<file path="src/rtl/i2c_arb_pkg.sv">
// Shared types and defaults for the I2C command arbiter and related
// shared-bus controllers.
package i2c_arb_pkg;

  localparam int N_REQ_DEF   = 4;
  localparam int ADDR_W_DEF  = 7;
  localparam int DATA_W_DEF  = 8;
  localparam int TIMEOUT_DEF = 1024;

  // Arbiter sequencing: pick a winner, launch the master, wait, answer.
  typedef enum logic [1:0] {
    IDLE  = 2'd0,
    ISSUE = 2'd1,
    WAIT  = 2'd2,
    RESP  = 2'd3
  } arb_state_t;

  // Counter width able to hold TIMEOUT-1; never narrower than one bit.
  function automatic int cnt_width(input int timeout);
    return (timeout > 2) ? $clog2(timeout) : 1;
  endfunction

  // Index width for a requester number; never narrower than one bit.
  function automatic int idx_width(input int n);
    return (n > 1) ? $clog2(n) : 1;
  endfunction

endpackage

</file>
<file path="src/rtl/i2c_rr_pick.sv">
// Combinational round-robin picker: first asserted request searching
// upward from the position just after the previous winner, wrapping.
module i2c_rr_pick
  import i2c_arb_pkg::*;
#(
  parameter int N_REQ = N_REQ_DEF,
  parameter int IDX_W = idx_width(N_REQ)
) (
  input  logic [N_REQ-1:0] req,
  input  logic [IDX_W-1:0] last,
  output logic             any,
  output logic [IDX_W-1:0] idx
);

  logic [IDX_W-1:0] cand;

  // Walk last+1 .. last+N_REQ (mod N_REQ); the first hit wins.
  always_comb begin
    any  = 1'b0;
    idx  = '0;
    cand = '0;
    for (int k = 1; k <= N_REQ; k++) begin
      cand = IDX_W'((int'(last) + k) % N_REQ);
      if (!any && req[cand]) begin
        any = 1'b1;
        idx = cand;
      end
    end
  end

endmodule

</file>
<file path="src/rtl/i2c_cmd_arbiter.sv">
// Shares one byte-level I2C master between N_REQ requesters: round-robin
// grant, start/complete/timeout sequencing, response routed to the winner.
module i2c_cmd_arbiter
  import i2c_arb_pkg::*;
#(
  parameter int N_REQ   = N_REQ_DEF,
  parameter int ADDR_W  = ADDR_W_DEF,
  parameter int DATA_W  = DATA_W_DEF,
  parameter int TIMEOUT = TIMEOUT_DEF
) (
  input  logic                     clk,
  input  logic                     rst,
  input  logic [N_REQ-1:0]         req_valid,
  input  logic [N_REQ-1:0]         req_rw,
  input  logic [N_REQ*ADDR_W-1:0]  req_addr,
  input  logic [N_REQ*DATA_W-1:0]  req_wdata,
  output logic [N_REQ-1:0]         req_ready,
  output logic [N_REQ-1:0]         rsp_valid,
  output logic [DATA_W-1:0]        rsp_rdata,
  output logic                     rsp_err,
  output logic                     rsp_timeout,
  output logic                     m_start,
  output logic                     m_rw,
  output logic [ADDR_W-1:0]        m_addr,
  output logic [DATA_W-1:0]        m_wdata,
  input  logic                     m_busy,
  input  logic                     m_done,
  input  logic [DATA_W-1:0]        m_rdata,
  input  logic                     m_nack
);

  localparam int IDX_W = idx_width(N_REQ);
  localparam int CNT_W = cnt_width(TIMEOUT);
  localparam logic [CNT_W-1:0] CNT_LAST = CNT_W'(TIMEOUT - 1);
  localparam logic [IDX_W-1:0] IDX_LAST = IDX_W'(N_REQ - 1);

  arb_state_t        state;
  logic [IDX_W-1:0]  grant;
  logic [IDX_W-1:0]  last_grant;
  logic [CNT_W-1:0]  cnt;
  logic [CNT_W-1:0]  cnt_nxt;
  logic              pick_any;
  logic [IDX_W-1:0]  pick_idx;
  logic [N_REQ-1:0]  pick_oh;
  logic [N_REQ-1:0]  grant_oh;

  // Unpacked views of the per-requester command fields.
  logic [ADDR_W-1:0] addr_arr  [N_REQ];
  logic [DATA_W-1:0] wdata_arr [N_REQ];

  for (genvar i = 0; i < N_REQ; i++) begin : g_unpack
    assign addr_arr[i]  = req_addr[i*ADDR_W +: ADDR_W];
    assign wdata_arr[i] = req_wdata[i*DATA_W +: DATA_W];
  end

  i2c_rr_pick #(
    .N_REQ (N_REQ),
    .IDX_W (IDX_W)
  ) u_pick (
    .req  (req_valid),
    .last (last_grant),
    .any  (pick_any),
    .idx  (pick_idx)
  );

  assign pick_oh  = N_REQ'(1) << pick_idx;
  assign grant_oh = N_REQ'(1) << grant;

  // The terminal test looks at the post-increment value so the response
  // lands exactly TIMEOUT cycles after the start pulse.
  assign cnt_nxt = cnt + 1'b1;

  // The start pulse must follow m_busy in the same cycle, so it is the one
  // output decoded from state rather than registered.
  assign m_start = (state == ISSUE) && !m_busy;

  // Arbitration / sequencing FSM with registered handshake and response.
  always_ff @(posedge clk or posedge rst) begin
    if (rst) begin
      state       <= IDLE;
      grant       <= '0;
      last_grant  <= IDX_LAST;
      cnt         <= '0;
      m_rw        <= 1'b0;
      m_addr      <= '0;
      m_wdata     <= '0;
      req_ready   <= '0;
      rsp_valid   <= '0;
      rsp_rdata   <= '0;
      rsp_err     <= 1'b0;
      rsp_timeout <= 1'b0;
    end else begin
      // Pulses default low; the branches below raise them for one cycle.
      req_ready   <= '0;
      rsp_valid   <= '0;
      rsp_rdata   <= '0;
      rsp_err     <= 1'b0;
      rsp_timeout <= 1'b0;
      case (state)
        IDLE: begin
          if (pick_any) begin
            grant     <= pick_idx;
            m_rw      <= req_rw[pick_idx];
            m_addr    <= addr_arr[pick_idx];
            m_wdata   <= wdata_arr[pick_idx];
            req_ready <= pick_oh;
            state     <= ISSUE;
          end
        end
        ISSUE: begin
          if (!m_busy) begin
            cnt   <= '0;
            state <= WAIT;
          end
        end
        WAIT: begin
          cnt <= cnt_nxt;
          if (m_done) begin
            // A completion beats a coincident terminal count.
            rsp_valid <= grant_oh;
            rsp_rdata <= (m_rw && !m_nack) ? m_rdata : '0;
            rsp_err   <= m_nack;
            state     <= RESP;
          end else if (cnt_nxt == CNT_LAST) begin
            rsp_valid   <= grant_oh;
            rsp_err     <= 1'b1;
            rsp_timeout <= 1'b1;
            state       <= RESP;
          end
        end
        RESP: begin
          last_grant <= grant;
          state      <= IDLE;
        end
        default: state <= IDLE;
      endcase
    end
  end

endmodule

</file>
<file path="config.mk">
export PLATFORM = sky130hd
export DESIGN_NAME = i2c_cmd_arbiter
export DESIGN_NICKNAME = d
export VERILOG_FILES = /design/src/rtl/i2c_arb_pkg.sv /design/src/rtl/i2c_rr_pick.sv /design/src/rtl/i2c_cmd_arbiter.sv
export SDC_FILE = /design/constraint.sdc
export NUM_CORES = 1
export LEC_CHECK = 0
export ABC_AREA = 1
export ABC_CLOCK_PERIOD_IN_PS = 6200
export BUFFER_PORTS_ARGS = -buffer_cell sky130_fd_sc_hd__buf_2
export CAP_MARGIN = 20
export CORE_ASPECT_RATIO = 0.9
export CORE_MARGIN = 2
export CORE_UTILIZATION = 52
export DETAILED_ROUTE_END_ITERATION = 6
export GPL_TIMING_DRIVEN = 0
export HOLD_SLACK_MARGIN = 0.02
export PLACE_DENSITY = 0.89
export SYNTH_ARGS = -nofsm -noshare
export SYNTH_HDL_FRONTEND = slang
export SYNTH_HIERARCHICAL = 1
export SYNTH_SLANG_ARGS = --single-unit
</file>
<file path="constraint.sdc">
create_clock -name clk -period 6.2 [get_ports clk]
set_input_delay 0 -clock clk [delete_from_list [all_inputs] [get_ports clk]]
set_output_delay 0 -clock clk [all_outputs]
set_load 0.03 [all_outputs]
</file>
Yosys cells after proc, flatten, opt, wreduce, memory -nomap -nowiden
Cells that the tools add are included.
{"block": "word_totals", "regBits": 50, "input_bits": 81, "out_inout_bits": 35, "elab_cells": 92}
{"block": "op_classes", "add_sub_neg": 5, "n_lt_le_gt_ge": 6, "n_eq_ne": 7, "shifts": 2, "muxes": 44, "bitwise": 1, "reduce_logical": 15}
{"cell": "2-to-1 mux 8 bit", "n": 5}
{"cell": "2-to-1 mux 4 bit", "n": 5}
{"cell": "one-hot mux 10 bit (2 select lines)", "n": 1}
{"cell": "binary-select mux 8 bit (select 2 bit)", "n": 1}
{"cell": "2-to-1 mux 2 bit", "n": 8}
{"cell": "less-than comparator 2 x 3 -> 1 bit (second input constant)", "n": 5}
{"cell": "binary-select mux 7 bit (select 2 bit)", "n": 1}
{"cell": "2-to-1 mux 1 bit", "n": 14}
{"cell": "2-to-1 mux 7 bit", "n": 2}
{"cell": "adder 10 x 1 -> 10 bit (second input constant)", "n": 1}
{"cell": "binary-select mux 1 bit (select 2 bit)", "n": 5}
{"cell": "== test 10 bit (second input constant)", "n": 1}
{"cell": "2-to-1 mux 10 bit", "n": 1}
{"cell": "one-hot mux 2 bit (4 select lines)", "n": 1}
{"cell": "left shift 1 x 2 -> 4 bit (first input constant)", "n": 2}
{"cell": "logical AND 1 bit", "n": 5}
{"cell": "logical NOT 1 bit", "n": 5}
{"cell": "adder 2 x 1 -> 2 bit (second input constant)", "n": 2}
{"cell": "adder 2 bit (second input constant)", "n": 2}
{"cell": "== test 2 bit (second input constant)", "n": 2}
{"cell": "!= test 2 bit (second input constant)", "n": 2}
{"cell": "AND reduction 2 bit", "n": 2}
{"cell": ">= comparator 3 bit (second input constant)", "n": 1}
{"cell": "!= test 3 bit (second input constant)", "n": 1}
{"cell": "5 further kinds", "n": 5}

Logic depth before layout (Yosys ltp)
{"block": "logic_depth", "depth_word": 17, "mapped_depth": 16, "mapped_depth_nobuf": 14}

By module
The synthesis kept the hierarchy.
{"mod": "i2c_cmd_arbiter", "instances": 1, "cells_each": 310, "area_each_um2": 2493.6, "seq_area_each_um2": 1253.7}
{"mod": "i2c_rr_pick", "instances": 1, "cells_each": 49, "area_each_um2": 290.3, "seq_area_each_um2": 0.0}

Least setup slack after synthesis
OpenSTA, ideal clock, no wires.
{"block": "synth_path", "path_type": "reg2reg", "startpoint": "register last_grant[0]", "endpoint": "register m_addr[4]", "setup_time_ns": 0.082, "t_arrival_ns": 2.078, "t_required_ns": 6.118, "setup_slack_ns": 4.040, "stages_incl_launch_ff": 15, "n_path_buf": 2, "synth_period_minus_slack_ns": 2.160, "path_cell_list": "dfstp_2 -> buf_6 -> inv_6 -> nand2_2 -> nand2_1 -> nand2_1 -> nand2_2 -> nor2_4 -> nand3b_1 -> nand3_1 -> inv_1 -> nor2_1 -> buf_2 -> a22oi_1 -> a31oi_1"}
{"block": "synth_via", "elab_chain_len": 17, "word_cells_on_any_way": 31, "cone_classes": "add/sub: 4; mux: 19; bitwise: 1; reduce/logical: 7"}
{"element": "start: declaration", "line_no": "i2c_cmd_arbiter.sv:39", "rtl": "logic [IDX_W-1:0] last_grant;"}
{"element": "start signal: assignment", "line_no": "i2c_cmd_arbiter.sv:132", "rtl": "last_grant <= grant;"}
{"element": "adder 2 x 1 -> 2 bit", "line_no": "i2c_rr_pick.sv:23", "rtl": "cand = IDX_W'((int'(last) + k) % N_REQ);"}
{"element": "binary-select mux 1 bit (select 2 bit)", "line_no": "i2c_rr_pick.sv:24", "rtl": "if (!any && req[cand]) begin"}
{"element": "2-to-1 mux 1 bit (implied by the code)", "line_no": "i2c_rr_pick.sv:24"}
{"element": "2-to-1 mux 1 bit", "line_no": "i2c_rr_pick.sv:24"}
{"element": "logical NOT 1 bit", "line_no": "i2c_rr_pick.sv:24"}
{"element": "logical AND 1 bit", "line_no": "i2c_rr_pick.sv:24"}
{"element": "2-to-1 mux 1 bit", "line_no": "i2c_rr_pick.sv:24"}
{"element": "logical NOT 1 bit", "line_no": "i2c_rr_pick.sv:24"}
{"element": "logical AND 1 bit", "line_no": "i2c_rr_pick.sv:24"}
{"element": "2-to-1 mux 1 bit", "line_no": "i2c_rr_pick.sv:24"}
{"element": "logical NOT 1 bit", "line_no": "i2c_rr_pick.sv:24"}
{"element": "logical AND 1 bit", "line_no": "i2c_rr_pick.sv:24"}
{"element": "2-to-1 mux 2 bit (*)", "line_no": "i2c_rr_pick.sv:24"}
{"element": "named net pick_idx[0]", "line_no": "i2c_cmd_arbiter.sv:43", "rtl": "logic [IDX_W-1:0] pick_idx;"}
{"element": "inverter 2 -> 3 bit (implied by the code) (*)", "line_no": "i2c_cmd_arbiter.sv:104", "rtl": "m_addr <= addr_arr[pick_idx];"}
{"element": "binary-select mux 7 bit (select 2 bit) (*)", "line_no": "i2c_cmd_arbiter.sv:104"}
{"element": "2-to-1 mux 7 bit (implied by the code) (*) (2 in series)", "line_no": "i2c_cmd_arbiter.sv:104"}
{"element": "end signal: assignment", "line_no": "i2c_cmd_arbiter.sv:104"}
{"element": "end: declaration", "line_no": "i2c_cmd_arbiter.sv:24", "rtl": "output logic [ADDR_W-1:0] m_addr,"}
The timed path passes the listed nets; every way through them passes the cells marked *. The select of a mux whose other input is x is not followed.
A chain may end at the register's enable or synchronous reset.

Worst setup path in the final report
{"block": "layout_path", "startpoint": "register last_grant[0]", "endpoint": "register m_wdata[3]"}
{"block": "layout_via", "elab_chain_len": 17, "word_cells_on_any_way": 31, "cone_classes": "add/sub: 4; mux: 19; bitwise: 1; reduce/logical: 7"}
{"element": "adder 2 x 1 -> 2 bit", "line_no": "i2c_rr_pick.sv:23"}
{"element": "binary-select mux 1 bit (select 2 bit)", "line_no": "i2c_rr_pick.sv:24"}
{"element": "2-to-1 mux 1 bit (implied by the code)", "line_no": "i2c_rr_pick.sv:24"}
{"element": "2-to-1 mux 1 bit", "line_no": "i2c_rr_pick.sv:24"}
{"element": "logical NOT 1 bit", "line_no": "i2c_rr_pick.sv:24"}
{"element": "logical AND 1 bit", "line_no": "i2c_rr_pick.sv:24"}
{"element": "2-to-1 mux 1 bit", "line_no": "i2c_rr_pick.sv:24"}
{"element": "logical NOT 1 bit", "line_no": "i2c_rr_pick.sv:24"}
{"element": "logical AND 1 bit", "line_no": "i2c_rr_pick.sv:24"}
{"element": "2-to-1 mux 1 bit", "line_no": "i2c_rr_pick.sv:24"}
{"element": "logical NOT 1 bit", "line_no": "i2c_rr_pick.sv:24"}
{"element": "logical AND 1 bit", "line_no": "i2c_rr_pick.sv:24"}
{"element": "2-to-1 mux 2 bit (*)", "line_no": "i2c_rr_pick.sv:24"}
{"element": "named net pick_idx[1]", "line_no": "i2c_cmd_arbiter.sv:43"}
{"element": "inverter 2 -> 3 bit (implied by the code) (*)", "line_no": "i2c_cmd_arbiter.sv:105", "rtl": "m_wdata <= wdata_arr[pick_idx];"}
{"element": "binary-select mux 8 bit (select 2 bit) (*)", "line_no": "i2c_cmd_arbiter.sv:105"}
{"element": "2-to-1 mux 8 bit (implied by the code) (*) (2 in series)", "line_no": "i2c_cmd_arbiter.sv:105"}
{"element": "end signal: assignment", "line_no": "i2c_cmd_arbiter.sv:105"}
{"element": "end: declaration", "line_no": "i2c_cmd_arbiter.sv:25", "rtl": "output logic [DATA_W-1:0] m_wdata,"}
Marks and branches as above.

==> metrics <==
count leader, synth nand2_1; Residual DRC 0; R2R cell count 16; worst slack at placement 3560 ps; worst reg2reg path endpoint m_wdata[3]; RSZ-0062 raised after global routing no; post-detail-place hpwl 5810 um; number of enable flip-flop cells after synthesis 0; HP Start req_wdata[13]; IO Port Bufs about 120; DR WL/cell 16.6 um; area of the core roughly 5200 sq um; Setup crit start kind register; H-tree levels 2; Fin Hold WS approximately 52 ps; ANT cells 0; flops & latches, synth 50; Initial DRC Count 390; asr flop ratio synth 100%; f_max approximately 260 MHz; Ys Warns 6; RePlAce Congestion just under 0.9; Sink Count 50; post_cts resized 0; DRT Pass-1 Iters 5; WL final around 9800 um; skew final between 20 and 25 ps; Cell Area, Synth approximately 2800 sq um; Synth top area share 43.1%; crit-path max cell delay approximately 600 ps; WP data required approximately 6500 ps; Flop pwr share roughly 22%; Nets 613; top cells by count, synth 119 x nand2_1, 48 x dfrtp_1, 31 x inv_1, 31 x nor2_1, 21 x nand3_1; internal power ~1100 uW; vias in the first global route around 3200; initial antenna violation count 0; Worst Tran Pin Value 796 ps; R2R Setup Slk between 2000 and 2500 ps; Crit Reg-Reg Startpoint last_grant[0]; fin crit share a little over three fifths; Top FF cell, synth dfrtp_1; initial core utilization between 50% and 60%; die area roughly 6000 sq um; Post-CTS Setup Bufs 0; WP data arrival between 4000 and 5000 ps; top cells by area, synth dfrtp_1 43%, nand2_1 16%, inv_1 4.2%; Cell variety after synth 30; Tmin final 3910 ps; cts hold-fix bufs between 40 and 50; Comb power frac between 60% and 70%; status finished clean; max-cap viol count 0; largest net degree at the start of global routing 27; Critical Path End Type register; post-route ant nets 0; area leader, netlist dfrtp_1; grt ovf 0; setup TNS 0 ps; maximum fanout along the worst path 10; clock power share between 10% and 20%; GRT Util Overall 33.8%; Synthesized Nets approximately 450; switching power 1170 uW; Post-Syn Instances ~360; Slew Viols, Final 0; synth-to-layout area growth 44.9%; CP max stage cell dlygate4sd3_1; hold endpoint m_wdata[5]; Mapped Avg Cell Area about 7.8 sq um; CP Class register to register; VDD IR-drop max between 400 and 500 uV; TritonCTS Buffers 5; CTS Root Buffer Type clkbuf_8; leakage power roughly 0.0021 uW; CTS tree built; Sw Share 50.6%; Clock Latency Late Sink between 300 and 400 ps; register area share after synthesis a little under half; final hold vios 0; CP cell instances buf_6, inv_6, nand2_2, nand2_1, nand2_1, nand2_2, nor2_4, nand4_1, nand3_1, inv_1, nor2_1, buf_2, a22oi_1, dlygate4sd3_1, a31oi_1, dlygate4sd3_1; Rows 25; Final setup viols 0; Min-Delay Path Class input pin to register; total number of vias 3374; hold path cells 3; DR vias/cell ~5.7; share of cells above drive strength 1 a little under 30%; Rel. slew slack a little under half; chip width 81.1 um; Max clock buf depth 2; Final WS setup 2290 ps; Die Span Y around 73 um; first-pass GRT wire length 15100 um; PwrDens 576 nW/um^2; I/O pin total between 100 and 150; clock-pin slew on the worst setup and hold paths between 100 and 150 ps
[cell type report]
type / instances / area (sq um)
multi-input combinational: 267 / 1360
sequential: 50 / 1250
fill: 300 / 1190
timing repair buffer: 160 / 1040
inverter: 34 / 133
tap: 67 / 83.8
clock buffer: 6 / 82.6
buffer: 8 / 41.3
clock inverter: 2 / 38.8
[per-stage QoR]
stage,instances,area (sq um),total power [uW],util (%)
2_1_floorplan,359,2780,1410,-
3_3_place_gp,541,3440,1690,65.9
3_5_place_dp,542,3470,1730,66.4
4_1_cts,594,4030,2190,77.2
5_1_grt,594,4030,2440,77.2
6_report,594,4030,2320,77.2
[flip-flops by register name, indices dropped and copies added, names as in the netlist, 4 cells and up]
| signal | count |
|---|---|
| cnt | 10 |
| m_wdata | 8 |
| rsp_valid | 4 |
| req_ready | 4 |
| rsp_rdata | 8 |
| m_addr | 7 |
[cells in the final DEF, fill, tap and decap left out, types with 3 or more instances in the layout]
| cell | netlist | routed |
|---|---|---|
| clkbuf_8 | 0 | 6 |
| inv_1 | 31 | 30 |
| dfrtp_1 | 48 | 48 |
| nand2_1 | 119 | 119 |
| nand4_1 | 15 | 15 |
| nand2_4 | 5 | 5 |
| buf_2 | 3 | 118 |
| inv_2 | 2 | 3 |
| a21oi_1 | 5 | 5 |
| ha_1 | 6 | 6 |
| dlygate4sd3_1 | 0 | 44 |
| a22oi_1 | 12 | 12 |
| nor2_1 | 31 | 31 |
| clkbuf_1 | 4 | 4 |
| nand2_2 | 13 | 13 |
| nor3b_1 | 8 | 8 |
| nand3_1 | 21 | 21 |
| o21ai_0 | 10 | 10 |
| o22ai_1 | 3 | 3 |
| nor3_1 | 3 | 3 |
| a31oi_1 | 5 | 5 |
[how the worst max path moves through the flow]
stage	start	cells after the start	slack, ps	endpoint
2_1_floorplan	last_grant[0]	14	4040	m_addr[4]
3_3_place_gp	last_grant[0]	16	3620	m_wdata[7]
3_5_place_dp	last_grant[0]	14	3560	m_wdata[0]
5_1_grt	last_grant[0]	16	2120	m_wdata[3]
4_1_cts	last_grant[0]	16	2470	m_addr[4]
6_report	last_grant[0]	16	2290	m_wdata[3]
[per-layer routing]
layer  GRT usage, %  vias up  wire [um]  share of wire, %
li1               -     1506          -                 -
met1           38.7     1541       3480                35
met2           56.8      265       4800                49
met3           8.48       62        919               9.3
met4           21.1        0        623               6.3
met5              0        -          0                 0
[logic make-up after synthesis]
family          count (synthesis)  share of synthesized area [%]
compound gates                 39                           8.81
xor+xnor                        1                          0.315
fa+ha+maj                       6                           2.70
buf+inv                        42                           6.25
flops                          50                           45.0
simple gates                  221                           36.9
[critical path, delay by kind of cell, from the launching register on]
family | cells | cell delay (ps)
buf+inv | 6 | 1870
simple gates | 8 | 1160
flops | 1 | 560
compound gates | 2 | 270
[power by group through the flow]
stage / combinational, uW / clock [uW] / sequential (uW)
after CTS: 1440 / 249 / 508
after floorplan: 779 / 0 / 629
final: 1550 / 253 / 515
after global routing: 1650 / 265 / 522
after detailed placement: 1220 / 0 / 512
after global placement: 1180 / 0 / 510
Note: power is estimated with default switching activity, not from simulation.
